--- src/rtl/info_log_pkg.sv ---
// rtl/info_log_pkg.sv - shared types for the info log writer
package info_log_pkg;

  typedef enum logic [1:0] {
    IDLE  = 2'd0,
    WRITE = 2'd1,
    CLEAR = 2'd2
  } state_t;

  typedef logic [15:0] drop_cnt_t;

  localparam drop_cnt_t DROP_MAX = 16'hFFFF;

endpackage

--- src/rtl/info_log_fifo.sv ---
// rtl/info_log_fifo.sv - synchronous FIFO, storage-register read port, async reset
module info_log_fifo #(
  parameter int DW    = 16,
  parameter int DEPTH = 16
) (
  input  logic          clk,
  input  logic          rst,
  input  logic          push,
  input  logic [DW-1:0] push_data,
  input  logic          pop,
  output logic [DW-1:0] pop_data,
  output logic          full,
  output logic          empty
);

  localparam int AW = $clog2(DEPTH);

  logic [AW:0]   wr_ptr, rd_ptr;
  logic [DW-1:0] mem [DEPTH];
  logic          do_push, do_pop;

  // Extra pointer bit tells full from empty when the index bits match.
  assign empty    = (wr_ptr == rd_ptr);
  assign full     = (wr_ptr[AW] != rd_ptr[AW]) && (wr_ptr[AW-1:0] == rd_ptr[AW-1:0]);
  assign do_pop   = pop && !empty;
  assign do_push  = push && (!full || do_pop);
  assign pop_data = mem[rd_ptr[AW-1:0]];

  always_ff @(posedge clk or posedge rst) begin
    if (rst) begin
      wr_ptr <= '0;
      rd_ptr <= '0;
    end else begin
      if (do_push) wr_ptr <= wr_ptr + (AW+1)'(1);
      if (do_pop)  rd_ptr <= rd_ptr + (AW+1)'(1);
    end
  end

  always_ff @(posedge clk) begin
    if (do_push) mem[wr_ptr[AW-1:0]] <= push_data;
  end

endmodule

--- src/rtl/info_log_writer.sv ---
// rtl/info_log_writer.sv - FIFO-buffered info word logger onto a COLS x ROWS text RAM
// Define INFO_LOG_CLEAR_EN to blank each row before its column-0 write.
module info_log_writer
  import info_log_pkg::*;
#(
  parameter int            DW    = 16,
  parameter int            COLS  = 40,
  parameter int            ROWS  = 30,
  parameter int            DEPTH = 16,
  parameter logic [DW-1:0] BLANK = '0,
  localparam int           NCELL = COLS * ROWS,
  localparam int           CW    = $clog2(NCELL)
) (
  input  logic          clk,
  input  logic          rst,
  input  logic          in_valid,
  input  logic [DW-1:0] in_data,
  input  logic          home,
  output logic          wr_en,
  output logic [CW-1:0] wr_addr,
  output logic [DW-1:0] wr_data,
  output logic [CW-1:0] cursor,
  output logic          full,
  output logic [15:0]   drops
);

  state_t        state, state_nxt;
  logic          fifo_full, fifo_empty, pop;
  logic [DW-1:0] fifo_data;
  logic          home_pend, home_eff, blank_wr;
  logic [CW-1:0] tgt, tgt_next, blank_addr;
  drop_cnt_t     drop_cnt;

  info_log_fifo #(.DW(DW), .DEPTH(DEPTH)) u_fifo (
    .clk      (clk),
    .rst      (rst),
    .push     (in_valid),
    .push_data(in_data),
    .pop      (pop),
    .pop_data (fifo_data),
    .full     (fifo_full),
    .empty    (fifo_empty)
  );

  // A home pulse in the same cycle as a pop already retargets that pop.
  assign home_eff = home || home_pend;
  assign tgt      = home_eff ? '0 : cursor;
  assign tgt_next = (tgt == CW'(NCELL - 1)) ? '0 : tgt + CW'(1);
  assign full     = fifo_full;
  assign drops    = drop_cnt;

`ifdef INFO_LOG_CLEAR_EN
  localparam int COLW = $clog2(COLS);

  logic [COLW-1:0] col, clr_col, tcol;
  logic [CW-1:0]   clr_addr;
  logic            cleared, start_clr;

  // A column-0 target starts the row blanking; its first blank write issues right away.
  assign tcol       = home_eff ? '0 : col;
  assign start_clr  = (state != CLEAR) && !fifo_empty && (tcol == '0) && (!cleared || home);
  assign blank_wr   = start_clr || (state == CLEAR);
  assign blank_addr = (state == CLEAR) ? clr_addr : tgt;

  always_ff @(posedge clk or posedge rst) begin
    if (rst) begin
      col      <= '0;
      clr_col  <= '0;
      clr_addr <= '0;
      cleared  <= 1'b0;
    end else begin
      if (pop) col <= (tcol == COLW'(COLS - 1)) ? '0 : tcol + COLW'(1);
      if (start_clr) begin
        clr_col  <= COLW'(1);
        clr_addr <= tgt + CW'(1);
      end else if (state == CLEAR) begin
        clr_col  <= clr_col + COLW'(1);
        clr_addr <= clr_addr + CW'(1);
      end
      if (home || pop)
        cleared <= 1'b0;
      else if (state == CLEAR && clr_col == COLW'(COLS - 1))
        cleared <= 1'b1;
    end
  end
`else
  assign blank_wr   = 1'b0;
  assign blank_addr = '0;
`endif

  always_comb begin
    state_nxt = state;
    pop       = 1'b0;
    case (state)
      IDLE, WRITE: begin
        if (fifo_empty) begin
          state_nxt = IDLE;
`ifdef INFO_LOG_CLEAR_EN
        end else if (start_clr) begin
          state_nxt = CLEAR;
`endif
        end else begin
          pop       = 1'b1;
          state_nxt = WRITE;
        end
      end
`ifdef INFO_LOG_CLEAR_EN
      CLEAR: if (clr_col == COLW'(COLS - 1)) state_nxt = IDLE;
`endif
      default: state_nxt = IDLE;
    endcase
  end

  always_ff @(posedge clk or posedge rst) begin
    if (rst) state <= IDLE;
    else     state <= state_nxt;
  end

  always_ff @(posedge clk or posedge rst) begin
    if (rst) begin
      wr_en     <= 1'b0;
      wr_addr   <= '0;
      wr_data   <= '0;
      cursor    <= '0;
      home_pend <= 1'b0;
      drop_cnt  <= '0;
    end else begin
      wr_en <= pop || blank_wr;
      if (pop || blank_wr) begin
        wr_addr <= blank_wr ? blank_addr : tgt;
        wr_data <= blank_wr ? BLANK : fifo_data;
      end
      if (pop) cursor <= tgt_next;
      home_pend <= pop ? 1'b0 : (home_pend || home);
      if (in_valid && fifo_full && !pop && drop_cnt != DROP_MAX)
        drop_cnt <= drop_cnt + 16'd1;
    end
  end

endmodule

--- config.mk ---
export PLATFORM = sky130hd
export DESIGN_NAME = info_log_writer
export DESIGN_NICKNAME = d
export VERILOG_FILES = /design/src/rtl/info_log_pkg.sv /design/src/rtl/info_log_fifo.sv /design/src/rtl/info_log_writer.sv
export SDC_FILE = /design/constraint.sdc
export NUM_CORES = 1
export LEC_CHECK = 0
export CAP_MARGIN = 20
export CORE_MARGIN = 2
export CORE_UTILIZATION = 40
export CTS_CLUSTER_DIAMETER = 200
export DETAILED_ROUTE_END_ITERATION = 16
export PLACE_DENSITY_LB_ADDON = 0.2
export SKIP_CTS_REPAIR_TIMING = 1
export SYNTH_ARGS = -nofsm -noshare
export SYNTH_HDL_FRONTEND = slang
export SYNTH_SLANG_ARGS = --single-unit
--- constraint.sdc ---
create_clock -name clk -period 7.1 [get_ports clk]
set_input_delay 0.71 -clock clk [delete_from_list [all_inputs] [get_ports clk]]
set_output_delay 0.71 -clock clk [all_outputs]
set_load 0.03 [all_outputs]
==> flow_metrics.env <==
export IMPL_grt_pass1_wl_um=41100
export IMPL_r2r_start="u_fifo.rd_ptr[0]"
export IMPL_ys_ff_latch=322
export IMPL_min_from="drops[0]"
export IMPL_ant_nets=0
export IMPL_rsz0062_at_grt="false"
export IMPL_syn_num_nets=695
export IMPL_num_io_pins=76
export IMPL_path_delay_family="buffers and inverters"
export IMPL_r2r_slack_ns=4.08
export IMPL_fin_crit_sh_pct=49.7
export IMPL_netlist_instances=669
export IMPL_cts_sinks=322
export IMPL_clk_pin_slew_ns=0.06
export IMPL_die_y_um=181
export IMPL_slew_viol_final=0
export IMPL_yosysSeqAreaShare_pct=74.2
export IMPL_crit_path_max_fanout=51
export IMPL_finClkSkew_ns=0.0136
export IMPL_path_class="reg -> out"
export IMPL_reg2reg_to="wr_data[8]"
export IMPL_grt_pass1_vias=6793
export IMPL_wl_per_cell_um=23.0
export IMPL_hold_end="drops[0]"
export IMPL_critPathLaunchType="register"
export IMPL_max_slew_worst_pin_slew_ns=1.06
export IMPL_vias=6345
export IMPL_drt_iter0_markers=477
export IMPL_synth_distinct_cells=48
export IMPL_maxSlewHeadroom_pct=29.3
export IMPL_slowest_delay_ns=0.71
export IMPL_tns_ns=0
export IMPL_overflow=0
export IMPL_reg2reg_depth=5
export IMPL_finalSetupViolations=0
export IMPL_clockBufferDepth=3
export IMPL_crit_buf_inv=2
export IMPL_syn_to_final_growth_pct=18.0
export IMPL_cts_tree="built"
export IMPL_fin_crit_ns=3.53
export IMPL_drive_above_1_share_pct=21.4
export IMPL_synth_edf_count=256
export IMPL_htree_levels=2
export IMPL_buffer_ports_inserted=75
export IMPL_initial_utilization_pct=40.8
export IMPL_place_ws_ns=3.76
export IMPL_mappedNetlistArea_um2=12600
export IMPL_grt_max_degree=68
export IMPL_die_area_um2=32900
export IMPL_dr_pass1_iters=5
export IMPL_ys_async_sr_fraction_pct=20.5
export IMPL_syn_mean_instance_area_um2=18.8
export IMPL_groute_usage_overall_pct=16.8
export IMPL_dp_hpwl_um=14500
export IMPL_crit_chain="buf_4, xnor2_1, nand4_2, nor2b_1, clkdlybuf4s50_1"
export IMPL_finalHoldViolations=0
export IMPL_hold_depth=0
export IMPL_dieWidth_um=181
export IMPL_num_rows=64
export IMPL_yosys_warnings=0
export IMPL_drc=0
export IMPL_vdd_drop_max_v=0.000217
export IMPL_cts_buffers=36
export IMPL_vias_per_cell=5.41
export IMPL_fin_nets=776
export IMPL_leakage_nw=4.99
export IMPL_core_area_um2=30800
export IMPL_setup_ws_ns=3.57
export IMPL_power_density_nw_per_um2=395
export IMPL_ys_flop_type="edfxtp_1"
export IMPL_outcome="completed"
export IMPL_maxCapViolCount=0
export IMPL_hold_class="reg -> reg"
export IMPL_antenna_found_initial=0
export IMPL_clk_latency_ns=0.52
export IMPL_crit_slowest_cell="clkdlybuf4s50_1"
export IMPL_wl_um=27000
export IMPL_clock_root_buffer="clkbuf_16"
export IMPL_required_ns=6.39
export IMPL_arrival_ns=2.82
export IMPL_gp_congestion=0.774
export IMPL_antennaDiodeCount=0
export IMPL_end_kind="primary output"
export IMPL_fmax_ghz=0.284
per-layer routing:
layer  up-vias  global-route usage, %  part of all wire [%]
met4         0                   5.17                   2.5
met5         -                      0                     0
met1      3262                   21.9                    42
met3        44                   3.39                   5.6
li1       2809                      -                     -
met2       230                   28.6                    50
per-stage QoR:
stage	power (W)	hold WS [ns]	std cells	cell area, um2	util (%)
floorplan	0.00372	0.460	669	12600	-
finish	0.00587	0.371	1172	14900	48.2
global placement	0.00419	0.364	1108	13800	44.7
detailed placement	0.00423	0.364	1108	13800	44.7
global route	0.00617	0.384	1172	14900	48.2
CTS	0.00595	0.377	1172	14900	48.2
worst max path at each step:
stage,to,cells past startpoint,start,slack [ns]
after floorplan,cursor[7],8,home,4.38
after global placement,cursor[7],9,home,3.81
after detailed placement,cursor[7],9,home,3.76
after CTS,full,5,u_fifo.rd_ptr[3],3.57
after global routing,full,5,u_fifo.rd_ptr[3],3.40
final,full,5,u_fifo.rd_ptr[3],3.57
placed cells by master, fill, tap and decap left out, drive strengths merged, types with 16 or more instances in the layout:
| cell | Yosys | layout |
|---|---|---|
| o21ai | 17 | 17 |
| nand2 | 37 | 37 |
| mux2i | 18 | 18 |
| clkbuf | 31 | 50 |
| a211oi | 16 | 16 |
| nor2b | 18 | 18 |
| dfrtp | 66 | 66 |
| buf | 24 | 23 |
| mux4 | 64 | 64 |
| a2111oi | 16 | 16 |
| edfxtp | 256 | 256 |
| nor2 | 36 | 36 |
| clkdlybuf4s50 | 0 | 75 |
state kept, by name, summed over array words and instances (netlist names):
signal and flops:
u_fifo.mem 256, drops 16, wr_data 16, cursor 11, wr_addr 11, u_fifo.rd_ptr 5, u_fifo.wr_ptr 5, home_pend 1
state 1
cells in the mapped netlist (3+ instances only):
library cell / number / area share [%]
a2111oi_0: 9 / 0.63
a2111oi_2: 7 / 0.83
a211oi_1: 9 / 0.54
a211oi_2: 7 / 0.70
and2_1: 3 / 0.15
buf_2: 12 / 0.48
buf_4: 6 / 0.36
buf_6: 4 / 0.36
clkbuf_1: 30 / 0.89
dfrtp_1: 66 / 13
edfxtp_1: 256 / 61
ha_1: 6 / 0.60
inv_1: 3 / 0.089
mux2i_1: 18 / 1.4
mux4_2: 64 / 11
nand2_1: 37 / 1.1
nand2b_1: 3 / 0.15
nand3_1: 7 / 0.28
nand4_1: 3 / 0.15
nor2_1: 35 / 1.0
nor2b_1: 18 / 0.89
nor3_1: 6 / 0.24
o21ai_0: 16 / 0.64
o31ai_1: 4 / 0.24
xnor2_1: 8 / 0.56
xor2_1: 4 / 0.28
cell families after synthesis:
| kind of cell | count (synthesis) | share of synthesized area [%] |
|---|---|---|
| muxes | 84 | 13.1 |
| DFF | 322 | 74.2 |
| AOI/OAI and AO/OA | 63 | 4.23 |
| buffers and inverters | 59 | 2.31 |
| adders and majority gates | 6 | 0.596 |
| xor gates and xnor gates | 13 | 0.964 |
| and+or+nand+nor | 122 | 4.67 |
final cells by class:
cell class / count / area, um2
Timing Repair Buffer: 98 / 923
Tap cell: 396 / 495
Sequential cell: 322 / 9350
Fill cell: 2529 / 16000
Clock buffer: 50 / 983
Inverter: 4 / 15.0
Multi-Input combinational cell: 288 / 2990
Clock inverter: 14 / 110
where the power goes:
group	switching [W]	total (W)	internal, W
combinational	0.000925	0.00169	0.000760
sequential	0.000175	0.00247	0.00229
clock	0.000710	0.00172	0.00101
total	0.00181	0.00587	0.00406
Note: power is estimated with default switching activity, not from simulation.
